<file path="src/rtl/int_rti_sequencer_pkg.sv">
// Shared definitions for the INT/RTI sequencer: FSM state encoding, stack-pointer
// control codes and the CCR flag layout {OVF,Z,N,C}.
package int_rti_sequencer_pkg;

  typedef enum logic [3:0] {
    IDLE    = 4'd0,
    DRAIN   = 4'd1,
    PUSH_HI = 4'd2,
    PUSH_LO = 4'd3,
    PUSH_F  = 4'd4,
    VEC_LO  = 4'd5,
    VEC_HI  = 4'd6,
    JUMP    = 4'd7,
    R_FLAGS = 4'd8,
    R_LO    = 4'd9,
    R_HI    = 4'd10,
    R_JUMP  = 4'd11
  } state_e;

  typedef enum logic [1:0] {
    SP_HOLD = 2'd0,
    SP_PUSH = 2'd1,
    SP_POP  = 2'd2
  } sp_src_e;

  typedef struct packed {
    logic ovf;
    logic z;
    logic n;
    logic c;
  } flags_t;

  // Flags travel through the stack as the low nibble of a 16-bit word.
  function automatic logic [15:0] flags_word(input flags_t f);
    return {12'b0, f};
  endfunction

endpackage

</file>
<file path="src/rtl/sequencer_drain_counter.sv">
// Up-counter that measures the pipeline drain window; tc_o fires on the last
// enabled cycle and the count wraps to zero on that same edge.
module sequencer_drain_counter #(
  parameter int CNT_W    = 2,
  parameter int TERMINAL = 2
) (
  input  logic clk,
  input  logic rst_n,
  input  logic en_i,
  input  logic clr_i,
  output logic tc_o
);

  localparam logic [CNT_W-1:0] TC_VAL = CNT_W'(TERMINAL);

  logic [CNT_W-1:0] count_q, count_d;

  assign tc_o = en_i && (count_q == TC_VAL);

  always_comb begin
    // NOTE: default first so every path assigns count_d; otherwise a latch is inferred.
    count_d = count_q;
    if (clr_i || tc_o) begin
      count_d = '0;
    end else if (en_i) begin
      count_d = count_q + 1'b1;
    end
  end

  always_ff @(posedge clk or negedge rst_n) begin
    if (!rst_n) begin
      count_q <= '0;
    end else begin
      // NOTE: non-blocking for all clocked state so every flop samples pre-edge values.
      count_q <= count_d;
    end
  end

endmodule

</file>
<file path="src/rtl/int_rti_sequencer.sv">
// Multi-cycle INT/RTI controller: drives the shared EX/MEM datapath to push or pop
// the return PC and CCR flags and redirects the PC through the vector or the stack.
module int_rti_sequencer
  import int_rti_sequencer_pkg::*;
#(
  parameter logic [15:0] VEC_ADDR     = 16'h0000,
  parameter int          DRAIN_CYCLES = 3,
  parameter int          CNT_W        = 2
) (
  input  logic        clk,
  input  logic        reset,
  input  logic        int_req,
  input  logic        rti_in,
  input  logic        do_jmp_in,
  input  logic [31:0] ret_pc_in,
  input  logic [3:0]  flags_in,
  input  logic [15:0] mem_rdata_in,
  output logic        stall_fetch_out,
  output logic        flush_out,
  output logic        mem_write_out,
  output logic        mem_read_out,
  output logic        mem_addr_src_out,
  output logic [15:0] mem_addr_out,
  output logic [15:0] mem_wdata_out,
  output logic [1:0]  SP_src_out,
  output logic        PC_load_out,
  output logic [31:0] PC_load_val_out,
  output logic        is_POP_flags_out,
  output logic [3:0]  POP_flags_val_out,
  output logic        stall_CCR_POP_out,
  output logic        busy_out
);

  // Second vector word; 16-bit arithmetic wraps FFFF to 0000.
  localparam logic [15:0] VEC_ADDR_HI = VEC_ADDR + 16'd1;

  state_e      state_q, state_d;
  logic [27:0] ret_pc_q, ret_pc_d;
  flags_t      flags_q, flags_d;
  logic [15:0] lo_q, lo_d;
  logic        drain_done;

  // Only 28 PC bits are architectural; the top nibble is dropped on capture.
  logic unused_pc_bits;
  assign unused_pc_bits = ^ret_pc_in[31:28];

  sequencer_drain_counter #(
    .CNT_W    (CNT_W),
    .TERMINAL (DRAIN_CYCLES - 1)
  ) u_drain_counter (
    .clk   (clk),
    .rst_n (reset),
    .en_i  (state_q == DRAIN),
    .clr_i (state_q != DRAIN),
    .tc_o  (drain_done)
  );

  always_comb begin
    state_d           = state_q;
    ret_pc_d          = ret_pc_q;
    flags_d           = flags_q;
    lo_d              = lo_q;
    stall_fetch_out   = 1'b0;
    stall_CCR_POP_out = 1'b0;
    flush_out         = 1'b0;
    mem_write_out     = 1'b0;
    mem_read_out      = 1'b0;
    mem_addr_src_out  = 1'b0;
    mem_addr_out      = '0;
    mem_wdata_out     = '0;
    SP_src_out        = SP_HOLD;
    PC_load_out       = 1'b0;
    PC_load_val_out   = '0;
    is_POP_flags_out  = 1'b0;
    POP_flags_val_out = '0;
    busy_out          = (state_q != IDLE);

    if (state_q != IDLE) begin
      stall_fetch_out   = 1'b1;
      stall_CCR_POP_out = 1'b1;
    end

    unique case (state_q)
      IDLE: begin
        if (rti_in) begin
          state_d = R_FLAGS;
        end else if (int_req && !do_jmp_in) begin
          ret_pc_d = ret_pc_in[27:0];
          flags_d  = flags_t'(flags_in);
          state_d  = DRAIN;
        end
      end
      DRAIN: begin
        if (drain_done) state_d = PUSH_HI;
      end
      PUSH_HI: begin
        mem_write_out = 1'b1;
        SP_src_out    = SP_PUSH;
        mem_wdata_out = {4'b0000, ret_pc_q[27:16]};
        state_d       = PUSH_LO;
      end
      PUSH_LO: begin
        mem_write_out = 1'b1;
        SP_src_out    = SP_PUSH;
        mem_wdata_out = ret_pc_q[15:0];
        state_d       = PUSH_F;
      end
      PUSH_F: begin
        mem_write_out = 1'b1;
        SP_src_out    = SP_PUSH;
        mem_wdata_out = flags_word(flags_q);
        state_d       = VEC_LO;
      end
      VEC_LO: begin
        mem_read_out     = 1'b1;
        mem_addr_src_out = 1'b1;
        mem_addr_out     = VEC_ADDR;
        state_d          = VEC_HI;
      end
      VEC_HI: begin
        lo_d             = mem_rdata_in;
        mem_read_out     = 1'b1;
        mem_addr_src_out = 1'b1;
        mem_addr_out     = VEC_ADDR_HI;
        state_d          = JUMP;
      end
      JUMP: begin
        PC_load_out     = 1'b1;
        PC_load_val_out = {mem_rdata_in, lo_q};
        flush_out       = 1'b1;
        state_d         = IDLE;
      end
      R_FLAGS: begin
        mem_read_out = 1'b1;
        SP_src_out   = SP_POP;
        state_d      = R_LO;
      end
      R_LO: begin
        // The popped flags own the CCR this cycle, so the ALU hold is released.
        stall_CCR_POP_out = 1'b0;
        is_POP_flags_out  = 1'b1;
        POP_flags_val_out = mem_rdata_in[3:0];
        mem_read_out      = 1'b1;
        SP_src_out        = SP_POP;
        state_d           = R_HI;
      end
      R_HI: begin
        lo_d         = mem_rdata_in;
        mem_read_out = 1'b1;
        SP_src_out   = SP_POP;
        state_d      = R_JUMP;
      end
      R_JUMP: begin
        PC_load_out     = 1'b1;
        PC_load_val_out = {mem_rdata_in, lo_q};
        flush_out       = 1'b1;
        state_d         = IDLE;
      end
      default: state_d = IDLE;
    endcase
  end

  always_ff @(posedge clk or negedge reset) begin
    if (!reset) begin
      state_q  <= IDLE;
      ret_pc_q <= '0;
      flags_q  <= '0;
      lo_q     <= '0;
    end else begin
      state_q  <= state_d;
      ret_pc_q <= ret_pc_d;
      flags_q  <= flags_d;
      lo_q     <= lo_d;
    end
  end

endmodule

</file>
<file path="config.mk">
export PLATFORM = sky130hd
export DESIGN_NAME = int_rti_sequencer
export DESIGN_NICKNAME = d
export VERILOG_FILES = /design/src/rtl/int_rti_sequencer_pkg.sv /design/src/rtl/sequencer_drain_counter.sv /design/src/rtl/int_rti_sequencer.sv
export SDC_FILE = /design/constraint.sdc
export NUM_CORES = 1
export LEC_CHECK = 0
export ABC_AREA = 1
export BUFFER_PORTS_ARGS = -buffer_cell sky130_fd_sc_hd__buf_4
export CORE_MARGIN = 5
export CORE_UTILIZATION = 51
export CTS_BUF_LIST = sky130_fd_sc_hd__clkbuf_16
export CTS_CLUSTER_SIZE = 14
export DETAILED_ROUTE_END_ITERATION = 8
export HOLD_SLACK_MARGIN = 0.1
export PLACE_DENSITY = 0.82
export SETUP_SLACK_MARGIN = 0.05
export SYNTH_ARGS = -nofsm -noshare
export SYNTH_HDL_FRONTEND = slang
export SYNTH_SLANG_ARGS = --single-unit
</file>
<file path="constraint.sdc">
create_clock -name clk -period 3.9 [get_ports clk]
set_input_delay 0.78 -clock clk [delete_from_list [all_inputs] [get_ports clk]]
set_output_delay 0.78 -clock clk [all_outputs]
set_load 0.1 [all_outputs]
</file>
* Word level (Yosys, flattened, before mapping)
Cells that the tools add are included.
** Operators by class
- $add $sub $neg :: 1
- Muxes and demuxes :: 18
- Equal/unequal tests :: 15
- Bitwise logic cells :: 1
- Reductions and logical operators :: 15
** Operators with widths (number)
- 16-bit case mux with 3 select lines :: 1
- 4-bit case mux with 10 select lines :: 1
- 32-bit two-way mux :: 1
- 4-bit by 3-bit == test with 1-bit output, second input constant :: 4
- 4-bit == test, second input constant :: 4
- 4-bit two-way mux :: 4
- 4-bit by 2-bit == test with 1-bit output, second input constant :: 2
- 1-bit two-way mux :: 8
- 2-bit OR reduction :: 3
- 3-bit OR reduction :: 2
- 5-bit OR reduction :: 1
- 4-bit by 1-bit == test with 1-bit output, second input constant :: 1
- 4-bit logical NOT :: 1
- 2-bit two-way mux :: 2
- 4-bit by 1-bit != test with 1-bit output, second input constant :: 1
- 2-bit case mux with 2 select lines :: 1
- 4-bit nonzero test :: 1
- 3-bit != test, second input constant :: 1
- 3-bit AND reduction :: 1
- 2-bit by 1-bit adder with 2-bit output, second input constant :: 1
- 2-bit == test, second input constant :: 1
- 1-bit logical AND :: 2
- 2-bit != test, second input constant :: 1
- 2-bit AND reduction :: 1
- other kinds (4) :: 4
** Word-level totals
- Word-level logic and storage cells :: 58
- Flip-flop bits (word level) :: 54
- Input bits :: 57

* Logic depth before layout (Yosys ltp)
Gate-level depths: netlist of the first run.
- Depth in word-level cells :: 5
- Depth in mapped cells :: 8
- Mapped depth without buffers :: 8

* Hierarchy
A second synthesis of the first run with hierarchy kept.
** Unflattened totals
- Cell total of the unflattened synthesis :: 399
- Area, all modules :: 2945.3 µm²
** By module, submodules not included
- int_rti_sequencer :: area each 2831.5 µm², times used 1, sequential area each 1301.2 µm², cells an instance 383
- sequencer_drain_counter :: area each 113.9 µm², times used 1, sequential area each 50.0 µm², cells an instance 16

* Worst setup path before layout of the first run
Ideal clock, no wire load.
- Path kind :: reg-to-output
- From :: register state_q[3]
- To :: output POP_flags_val_out[0]
- Arrival :: 2.739 ns
- Data required time :: 3.120 ns
- Setup slack :: 0.381 ns
- Stages on the path, launching flop included :: 6
- Cell sequence :: dfrtp_1 > inv_1 > or2_2 > nor2_4 > inv_1 > nor2_1
** On the way
- Cells in the longest elaborated chain, start to end :: 2
** Ends and longest elaborated chain
- from (decl) :: RTL line int_rti_sequencer.sv:37 : state_e state_q, state_d;
- from (signal assigned) :: RTL line int_rti_sequencer.sv:170 : state_q <= state_d;
- 4-bit == test :: RTL line int_rti_sequencer.sv:83 : unique case (state_q)
- 4-bit two-way mux :: RTL line int_rti_sequencer.sv:83
- to (decl) :: RTL line int_rti_sequencer.sv:29 : output logic [3:0] POP_flags_val_out,
Every way passes these cells.

* Final worst setup path of the first run
- From :: register state_q[2]
- To :: output mem_wdata_out[3]
** On the way
- Cells in the longest elaborated chain, start to end :: 2
- Elaborated cells on any way between the ends :: 4
- Those cells by class :: eq/ne: 3; mux: 1
** Ends and longest elaborated chain
- 4-bit by 3-bit == test with 1-bit output or 4-bit by 2-bit == test with 1-bit output (tied branches) :: RTL line int_rti_sequencer.sv:83
- 16-bit case mux with 3 select lines (*) :: RTL line int_rti_sequencer.sv:83
- to (decl) :: RTL line int_rti_sequencer.sv:24 : output logic [15:0] mem_wdata_out,
Mark *: on every way between the ends. The rest lies on a longest branch, timed or not.

==> results of run 1 <==
[cell families after synthesis]
kind of cell | count (synthesis)
other | 1
buffers and inverters | 85
adders and majority gates | 1
and+or+nand+nor | 231
DFF | 54
AOI/OAI and AO/OA | 20
[cells in the final DEF, fill, tap and decap left out, drive strengths merged]
master | synthesis | routed
nand2 | 131 | 131
buf | 30 | 117
nor2 | 56 | 56
dfrtp | 54 | 54
inv | 49 | 49
nand3 | 41 | 41
o21ai | 16 | 16
conb | 1 | 15
clkbuf | 4 | 5
o22ai | 4 | 4
clkinv | 2 | 4
or2 | 1 | 1
nor3 | 1 | 1
nand4 | 1 | 1
ha | 1 | 1
clkinvlp | 0 | 1
[worst max-delay path, delay by kind of cell (launching register included)]
kind,cells,cell delay (ns)
simple gates,4,0.89
buf+inv,2,0.48
flops,1,0.43
[report_power, final]
| part | switching, mW | internal (mW) |
|---|---|---|
| Clock | 0.183 | 0.234 |
| Combinational | 1.82 | 0.464 |
| Sequential | 0.158 | 0.827 |
[registers in the layout, summed over array words and instances, names as in the netlist]
signal / flops
lo_q: 16
flags_q: 4
ret_pc_q: 28
state_q: 4
u_drain_counter.count_q: 2
[synth_stat cells]
cell | n | area share
buf_2 | 2 | 0.0034
buf_4 | 22 | 0.056
buf_6 | 6 | 0.023
clkbuf_1 | 3 | 0.0038
clkbuf_2 | 1 | 0.0017
clkinv_2 | 2 | 0.0034
conb_1 | 1 | 0.0013
dfrtp_1 | 54 | 0.46
ha_1 | 1 | 0.0043
inv_1 | 48 | 0.062
inv_2 | 1 | 0.0013
nand2_1 | 128 | 0.16
nand2_2 | 2 | 0.0043
nand2_4 | 1 | 0.0038
nand3_1 | 40 | 0.068
nand3_4 | 1 | 0.0060
nand4_4 | 1 | 0.0073
nor2_1 | 50 | 0.064
nor2_2 | 2 | 0.0043
nor2_4 | 4 | 0.015
nor3_1 | 1 | 0.0017
o21ai_0 | 13 | 0.022
o21ai_1 | 3 | 0.0051
o22ai_1 | 4 | 0.0086
or2_2 | 1 | 0.0021
[layer usage]
layer	part of all wire	up-vias	track usage	wire length, microns
met5	0	-	0	0
met4	0.0060	0	0.0374	42
met3	0.11	5	0.0538	768
met2	0.46	115	0.326	3230
met1	0.42	1229	0.241	2960
li1	-	1359	-	-
[path summary, 6_finish.rpt]
check,from,end
worst max-delay path,state_q[2],mem_wdata_out[3]
max in group asynchronous,reset,ret_pc_q[4]
min in group asynchronous,reset,lo_q[2]
worst min-delay path,u_drain_counter.count_q[0],u_drain_counter.count_q[0]
worst max register to register,state_q[1],ret_pc_q[24]
worst min register to register,u_drain_counter.count_q[0],u_drain_counter.count_q[0]
[stage by stage]
| stage | util | std cells | hold WS [ns] | power [mW] |
|---|---|---|---|---|
| floorplan | - | 406 | 0.403 | 2.89 |
| global placement | 0.666 | 561 | 0.415 | 3.24 |
| detailed placement | 0.666 | 561 | 0.419 | 3.28 |
| CTS | 0.691 | 569 | 0.427 | 3.70 |
| global route | 0.691 | 569 | 0.444 | 3.90 |
| finish | 0.691 | 569 | 0.422 | 3.68 |
[cell type report]
| class | count | area (sq um) | share of cell area |
|---|---|---|---|
| clock buffer | 5 | 125 | 0.0327 |
| clock inverter | 3 | 16.3 | 0.00425 |
| inverter | 51 | 194 | 0.0507 |
| multi-input combinational | 267 | 1170 | 0.307 |
| sequential | 54 | 1350 | 0.353 |
| tap | 72 | 90.1 | 0.0235 |
| timing repair buffer | 117 | 878 | 0.229 |
==> impl_metrics.py, run 1 <==
metrics = {
    "status": {
        "outcome": "finished clean",
    },
    "timing": {
        "finalWorstSetupSlack_ns": 1.04,
        "slew_violations": 0,
        "setup_viol": 0,
        "grt_setup_unrepaired": "no",
        "period_share": 0.734,
        "worstMarginPinSlew_ns": 0.903,
        "setup-tns-final_ns": 0,
        "hold_viol_final": 0,
        "relSlewSlack": 0.397,
        "fmax_mhz": 349,
        "finalCriticalPeriod_ns": 2.86,
        "skew_ns": 0.00574,
    },
    "worst_setup_path": {
        "path_max_fanout": 12,
        "crit_chain": "nor2_4 -> clkinv_2 -> nor2_2 -> nand2_1 -> nand3_1 -> buf_4",
        "crit_path_start_kind": "flop",
        "ff2ff_setup_slack_ns": 1.97,
        "worstPathRequired_ns": 3.12,
        "cpPeakStageDelay_ns": 0.48,
        "worstSetupPathType": "reg2out",
        "cp-end-kind": "output pin",
        "r2r_cells": 6,
        "crit_slowest_cell": "nor2_2",
        "cp.arrival_ns": 2.08,
    },
    "global_route": {
        "grt_pass1_wl_microns": 11600,
        "grtUsageTotal": 0.190,
        "grt_pass1_vias": 2607,
        "grt_overflow": 0,
        "grt_antenna_before_repair": 0,
        "grt_max_degree": 55,
    },
    "logic_synthesis": {
        "synthesis.area_sq_um": 2930,
        "synth_compound_gate_area_share": 0.0359,
        "synth_xor_area_frac": 0,
        "yosys.area_share.simple": 0.342,
        "avgSynthCellArea_sq_um": 7.46,
        "synth_cells": 392,
        "yosysUniqueCellTypes": 25,
        "synth_top_family_by_area": "simple AND/OR/NAND/NOR gates",
        "ys_ff_latch": 54,
        "synth_adder_area_share": 0.00428,
        "ys_seq_area_frac": 0.462,
        "yosysWarnings": 0,
        "synth_mux_area_frac": 0,
    },
    "power": {
        "vdd_drop_max_v": 0.000630,
        "leakagePower_nw": 2.24,
        "power_density_nw_per_um2": 962,
    },
    "cts": {
        "cts_setup_buffers": 0,
        "clock_path_buffers": 2,
        "hold_buffers": 0,
        "cts.sinks": 54,
        "cts_buffers": 5,
        "cts_tree": "yes",
        "cts.htree.levels": 2,
        "clkTransAtPathRegs_ns": 0.07,
        "cts-root-buf": "clkbuf_16",
        "clock_latency_ns": 0.28,
        "cts.repair.resized": 0,
    },
    "hold_path": {
        "hold_path.class": "reg2reg",
        "whs_path_depth": 1,
    },
    "routing": {
        "drc": 0,
        "drtIter0Drc": 96,
        "post_drt_wl_per_cell_microns": 12.3,
        "num_vias": 2708,
        "wl_microns": 7000,
        "ant_nets": 0,
        "viasPerCell": 4.76,
        "dr.pass1.iters": 4,
    },
    "floorplanning": {
        "initial_core_util": 0.528,
        "boundaryPins": 136,
        "core_sq_um": 5540,
        "die_y_microns": 85.7,
        "num_rows": 27,
        "dieArea_sq_um": 7350,
        "die-width_microns": 85.7,
    },
    "layout": {
        "area_growth_pct": 30.9,
        "diodes": 0,
        "n_fill_cell": 492,
        "nNetsFinal": 554,
        "design_area_sq_um": 3830,
        "drive_gt1_frac": 0.280,
    },
    "flow_run": {
        "maxCapViolCount": 0,
    },
    "placed_design": {
        "placed_area_sq_um": 3690,
        "portBuffers": 116,
        "preCtsSetupSlack_ns": 1.35,
        "hpwlAfterDp_microns": 5240,
        "gp_congestion": 0.928,
    },
}
Note: power is estimated with default switching activity, not from simulation.
==> inputs of run 2 (changes only) <==
--- a/config.mk
+++ b/config.mk
@@ -8,12 +8,12 @@
 export ABC_AREA = 1
 export BUFFER_PORTS_ARGS = -buffer_cell sky130_fd_sc_hd__buf_4
 export CORE_MARGIN = 5
-export CORE_UTILIZATION = 51
+export CORE_UTILIZATION = 47
 export CTS_BUF_LIST = sky130_fd_sc_hd__clkbuf_16
 export CTS_CLUSTER_SIZE = 14
 export DETAILED_ROUTE_END_ITERATION = 8
 export HOLD_SLACK_MARGIN = 0.1
-export PLACE_DENSITY = 0.82
+export PLACE_DENSITY = 0.76
 export SETUP_SLACK_MARGIN = 0.05
 export SYNTH_ARGS = -nofsm -noshare
 export SYNTH_HDL_FRONTEND = slang
==> constraint.sdc (replaced) <==
create_clock -name clk -period 2.85 [get_ports clk]
set_input_delay 0.57 -clock clk [delete_from_list [all_inputs] [get_ports clk]]
set_output_delay 0.57 -clock clk [all_outputs]
set_load 0.1 [all_outputs]
==> run 2 against run 1 <==
Net effect: power increased by 40%; sequential power increased by 37%; die area increased by 7.5%; combinational power increased by 38%; routed wire length increased by 2.4%; design area increased by 1.3%; via count decreased by 1.6%; global-route usage decreased by 0.86 points; clock-buffer cell count unchanged; critical endpoint is now mem_wdata_out[13]; largest cell class unchanged; largest power group unchanged.
==> impl_metrics.py, run 2 (synthesis results as in run 1) <==
metrics = {
    "timing": {
        "skew_ns": 0.00870,
        "fmax_mhz": 384,
        "setup_viol": 0,
        "grt_setup_unrepaired": "no",
        "worstMarginPinSlew_ns": 0.673,
        "finalCriticalPeriod_ns": 2.60,
        "slew_violations": 0,
        "period_share": 0.913,
        "relSlewSlack": 0.551,
        "hold_viol_final": 0,
        "finalWorstSetupSlack_ns": 0.247,
    },
    "layout": {
        "final_common_cell": "nand2_1",
        "n_fill_cell": 561,
        "nNetsFinal": 555,
        "final_util": 0.647,
        "largest_registers": "ret_pc_q: 28 flops, lo_q: 16 flops",
        "largest_register_ffs": 28,
        "area_growth_pct": 32.6,
        "mostFrequentLayoutCells": "nand2_1, buf_4, dfrtp_1",
        "diodes": 0,
        "drive_gt1_frac": 0.289,
        "top_register": "ret_pc_q",
    },
    "global_route": {
        "grt_pass1_vias": 2524,
        "grt_pass1_wl_microns": 11400,
        "grt_antenna_before_repair": 0,
        "grt_max_degree": 55,
        "grt_overflow": 0,
        "grtUsageTotal": 0.182,
    },
    "placed_design": {
        "hpwlAfterDp_microns": 5280,
        "gp_congestion": 0.902,
        "preCtsSetupSlack_ns": 0.505,
        "portBuffers": 116,
    },
    "hold_path": {
        "hold_path.class": "in2async",
    },
    "cts": {
        "cts_buffers": 5,
        "cts_setup_buffers": 0,
        "clkTransAtPathRegs_ns": 0.07,
        "cts_tree": "yes",
        "cts.htree.levels": 2,
        "clock_latency_ns": 0.28,
        "cts.repair.resized": 0,
        "clock_path_buffers": 2,
        "hold_buffers": 0,
        "cts.sinks": 54,
        "cts-root-buf": "clkbuf_16",
    },
    "floorplanning": {
        "core_sq_um": 5990,
        "dieArea_sq_um": 7900,
        "initial_core_util": 0.488,
        "num_rows": 28,
        "boundaryPins": 136,
        "die_y_microns": 88.9,
        "die-width_microns": 88.9,
    },
    "worst_setup_path": {
        "crit_start": "state_q[2]",
        "r2r_cells": 7,
        "crit_slowest_cell": "dfrtp_1",
        "path_max_fanout": 13,
        "crit_top_cell": "nor2_4",
        "cp-end-kind": "output pin",
        "cp.arrival_ns": 2.03,
        "crit_path_start_kind": "flop",
        "timing.rr.end": "ret_pc_q[0]",
        "path_delay_family": "buffers and inverters",
        "regToRegStartpoint": "state_q[1]",
        "worstPathRequired_ns": 2.28,
        "ff2ff_setup_slack_ns": 1.07,
        "crit_chain": "nor2_4 -> clkinv_2 -> nor2_4 -> inv_1 -> nor2_1 -> buf_4",
        "crit_buf_inv": 3,
        "worstSetupPathType": "reg2out",
        "cpPeakStageDelay_ns": 0.44,
    },
    "routing": {
        "num_vias": 2664,
        "post_drt_wl_per_cell_microns": 12.5,
        "dr.pass1.iters": 4,
        "viasPerCell": 4.65,
        "drtIter0Drc": 121,
        "drc": 0,
        "wl_microns": 7170,
        "ant_nets": 0,
    },
    "power": {
        "vdd_drop_max_v": 0.000799,
        "leakagePower_nw": 2.26,
        "power_density_nw_per_um2": 1330,
        "p_total_mw": 5.15,
    },
    "status": {
        "outcome": "finished clean",
    },
    "flow_run": {
        "maxCapViolCount": 0,
    },
}
run 2: cell type report:
type,instances,area (sq um),share of cell area
Tap cell,75,93.8,0.0242
Clock buffer,5,125,0.0323
Multi-Input combinational cell,267,1190,0.307
Sequential cell,54,1350,0.348
Timing Repair Buffer,118,886,0.228
Clock inverter,3,37.5,0.00968
Inverter,51,194,0.0500
run 2: worst max path at each step:
stage                      endpoint  slack [ns]  cells past startpoint
6_report          mem_wdata_out[13]        0.25                      6
2_1_floorplan  POP_flags_val_out[0]       -0.07                      5
5_1_grt           mem_wdata_out[13]        0.09                      6
4_1_cts            mem_wdata_out[3]        0.18                      6
3_5_place_dp       mem_wdata_out[3]        0.50                      6
3_3_place_gp       mem_wdata_out[0]        0.51                      6
run 2: through the flow:
stage               cell area, sq um  hold slack [ns]  instances  TNS, ns
finish                          3880            0.330        573        0
global route                    3880            0.378        573        0
CTS                             3870            0.347        573        0
detailed placement              3710            0.429        565        0
global placement                3710            0.415        565        0
floorplan                       2990            0.274        406   -0.298
run 2: per-layer routing:
metal	vias up	routed length, microns	GRT usage
met5	-	0	0
met4	0	15	0.0330
met3	2	668	0.0415
met2	100	3330	0.309
met1	1199	3160	0.240
li1	1363	-	-
run 2: worst reg2reg max path: cells and delay by family, from the launching register on:
family,cells,cell delay [ns]
and+or+nand+nor,5,0.78
buffers and inverters,2,0.41
DFF,1,0.47
run 2: report_power, final:
| group | internal [mW] | leakage (nW) | switching [mW] |
|---|---|---|---|
| Clock | 0.408 | 0.0864 | 0.251 |
| Sequential | 1.13 | 0.681 | 0.215 |
| Combinational | 0.648 | 1.50 | 2.49 |
==> inputs of run 3 (changes only) <==
--- a/config.mk
+++ b/config.mk
@@ -13,7 +13,7 @@
 export CTS_CLUSTER_SIZE = 14
 export DETAILED_ROUTE_END_ITERATION = 8
 export HOLD_SLACK_MARGIN = 0.1
-export PLACE_DENSITY = 0.76
+export PLACE_DENSITY = 0.82
 export SETUP_SLACK_MARGIN = 0.05
 export SYNTH_ARGS = -nofsm -noshare
 export SYNTH_HDL_FRONTEND = slang
==> constraint.sdc (replaced) <==
create_clock -name clk -period 2.6 [get_ports clk]
set_input_delay 0.52 -clock clk [delete_from_list [all_inputs] [get_ports clk]]
set_output_delay 0.52 -clock clk [all_outputs]
set_load 0.1 [all_outputs]
==> run 3 against run 2 <==
Net effect: sequential power increased by 9%; die area did not move; highest routed layer unchanged; clock-buffer cell count stayed put; sequential share of layout area shrank 0.62 points; global-route usage hardly changed; routed wire length barely moved; largest power group unchanged.
==> impl_metrics.py, run 3 (synthesis results as in run 1) <==
metrics = {
    "floorplanning": {
        "die-width_microns": 88.9,
        "initial_core_util": 0.488,
        "boundaryPins": 136,
        "dieArea_sq_um": 7900,
        "die_y_microns": 88.9,
        "num_rows": 28,
        "core_sq_um": 5990,
    },
    "timing": {
        "period_share": 0.942,
        "finalCriticalPeriod_ns": 2.45,
        "hold_viol_final": 0,
        "grt_setup_unrepaired": "no",
        "relSlewSlack": 0.556,
        "finalWorstSetupSlack_ns": 0.150,
        "skew_ns": 0.00752,
        "slew_violations": 0,
        "fmax_mhz": 408,
        "setup-tns-final_ns": 0,
        "setup_viol": 0,
        "worstMarginPinSlew_ns": 0.666,
        "hold_ws_ns": 0.267,
    },
    "power": {
        "vdd_drop_max_v": 0.000925,
        "leakagePower_nw": 2.28,
        "power_density_nw_per_um2": 1450,
    },
    "worst_setup_path": {
        "ff2ff_setup_slack_ns": 0.78,
        "cp.arrival_ns": 1.93,
        "path_delay_family": "buffers and inverters",
        "crit_top_cell": "buf_4",
        "worstSetupPathType": "reg2out",
        "crit_chain": "nor2_4 -> clkinv_2 -> nor2_2 -> buf_4 -> nand2_1 -> nand3_1 -> buf_4",
        "worstPathRequired_ns": 2.08,
        "crit_buf_inv": 3,
        "cpPeakStageDelay_ns": 0.44,
        "path_max_fanout": 12,
        "cp-end-kind": "output pin",
        "crit_path_start_kind": "flop",
        "crit_slowest_cell": "dfrtp_1",
    },
    "global_route": {
        "met2_usage": 0.310,
        "grt_antenna_before_repair": 0,
        "grtUsageTotal": 0.182,
        "grt_pass1_vias": 2568,
        "grt_use_met3": 0.0488,
        "grt_overflow": 0,
        "grt_pass1_wl_microns": 11500,
        "grt_max_degree": 55,
        "met1_usage": 0.235,
        "busiest_layer": "met2",
    },
    "routing": {
        "dr.pass1.iters": 4,
        "drc": 0,
        "post_drt_wl_per_cell_microns": 12.5,
        "ant_nets": 0,
        "viasPerCell": 4.73,
        "drtIter0Drc": 136,
        "num_vias": 2720,
        "wl_microns": 7180,
    },
    "status": {
        "outcome": "finished clean",
    },
    "layout": {
        "diodes": 0,
        "largest_registers": "ret_pc_q: 28 flops, lo_q: 16 flops",
        "area_growth_pct": 35.0,
        "n_fill_cell": 531,
        "mostFrequentLayoutCells": "nand2_1, buf_4, dfrtp_1",
        "final_common_cell": "nand2_1",
        "final_util": 0.659,
        "nNetsFinal": 558,
        "largest_register_ffs": 28,
        "design_area_sq_um": 3950,
        "top_register": "ret_pc_q",
        "drive_gt1_frac": 0.300,
    },
    "cts": {
        "hold_buffers": 0,
        "cts-root-buf": "clkbuf_16",
        "cts_buffers": 5,
        "clock_latency_ns": 0.28,
        "clkTransAtPathRegs_ns": 0.07,
        "cts_tree": "yes",
        "clock_path_buffers": 2,
        "cts.htree.levels": 2,
        "cts.sinks": 54,
    },
    "placed_design": {
        "portBuffers": 116,
        "placed_area_sq_um": 3760,
        "hpwlAfterDp_microns": 5340,
        "preCtsSetupSlack_ns": 0.349,
        "gp_congestion": 0.960,
    },
    "hold_path": {
        "hold_path.class": "in2async",
    },
    "flow_run": {
        "maxCapViolCount": 0,
    },
}
## run 3: cell types whose count changed in the layout (fill, tap and decap cells not counted), sizes merged
cell	change
inv	-2
buf	+3
clkinv	+1
## run 3: final cells by class
class                      count  area, sq um  area share
tap                           75         93.8      0.0238
timing repair buffer         121          925       0.234
multi-input combinational    267         1230       0.311
inverter                      51          194      0.0491
clock buffer                   5          125      0.0317
sequential                    54         1350       0.342
clock inverter                 2         33.8     0.00856
## run 3: routing by layer
layer / up-vias / part of all wire
met5: - / 0
met4: 0 / 0.0011
met3: 2 / 0.12
met2: 122 / 0.48
met1: 1227 / 0.40
li1: 1369 / -
## run 3: timing repair
item / 4_1_cts / 5_1_grt
setup buffers: 2 / 0
cloned: 0 / 0
resized for setup: 0 / 1
pin swaps: 1 / 0
setup endpoints to repair: 4 / 1
## run 3: path summary, 6_finish.rpt
check	from	end	cells past startpoint
worst max-delay path	state_q[2]	mem_wdata_out[3]	7
worst min-delay path	reset	lo_q[2]	1
min in group clk	u_drain_counter.count_q[0]	u_drain_counter.count_q[0]	1
worst min register to register	u_drain_counter.count_q[0]	u_drain_counter.count_q[0]	1
max in group asynchronous	reset	flags_q[3]	1
worst max register to register	state_q[1]	ret_pc_q[4]	7
## run 3: worst register-to-register path, delay by kind of cell, from the launching register on
family | cells | cell delay (ns)
buffers and inverters | 2 | 0.44
flip-flops | 1 | 0.47
AND/OR/NAND/NOR | 5 | 0.80
## run 3: report_power, final
group	switching, mW	internal [mW]	total, mW
Combinational	2.77	0.761	3.53
Sequential	0.233	1.24	1.47
Clock	0.272	0.445	0.717
Total	3.27	2.45	5.72
## run 3: through the flow
stage	total power [mW]	instances
6_report	5.72	575
3_3_place_gp	4.93	566
4_1_cts	5.75	575
3_5_place_dp	4.99	566
2_1_floorplan	4.38	406
5_1_grt	6.07	575
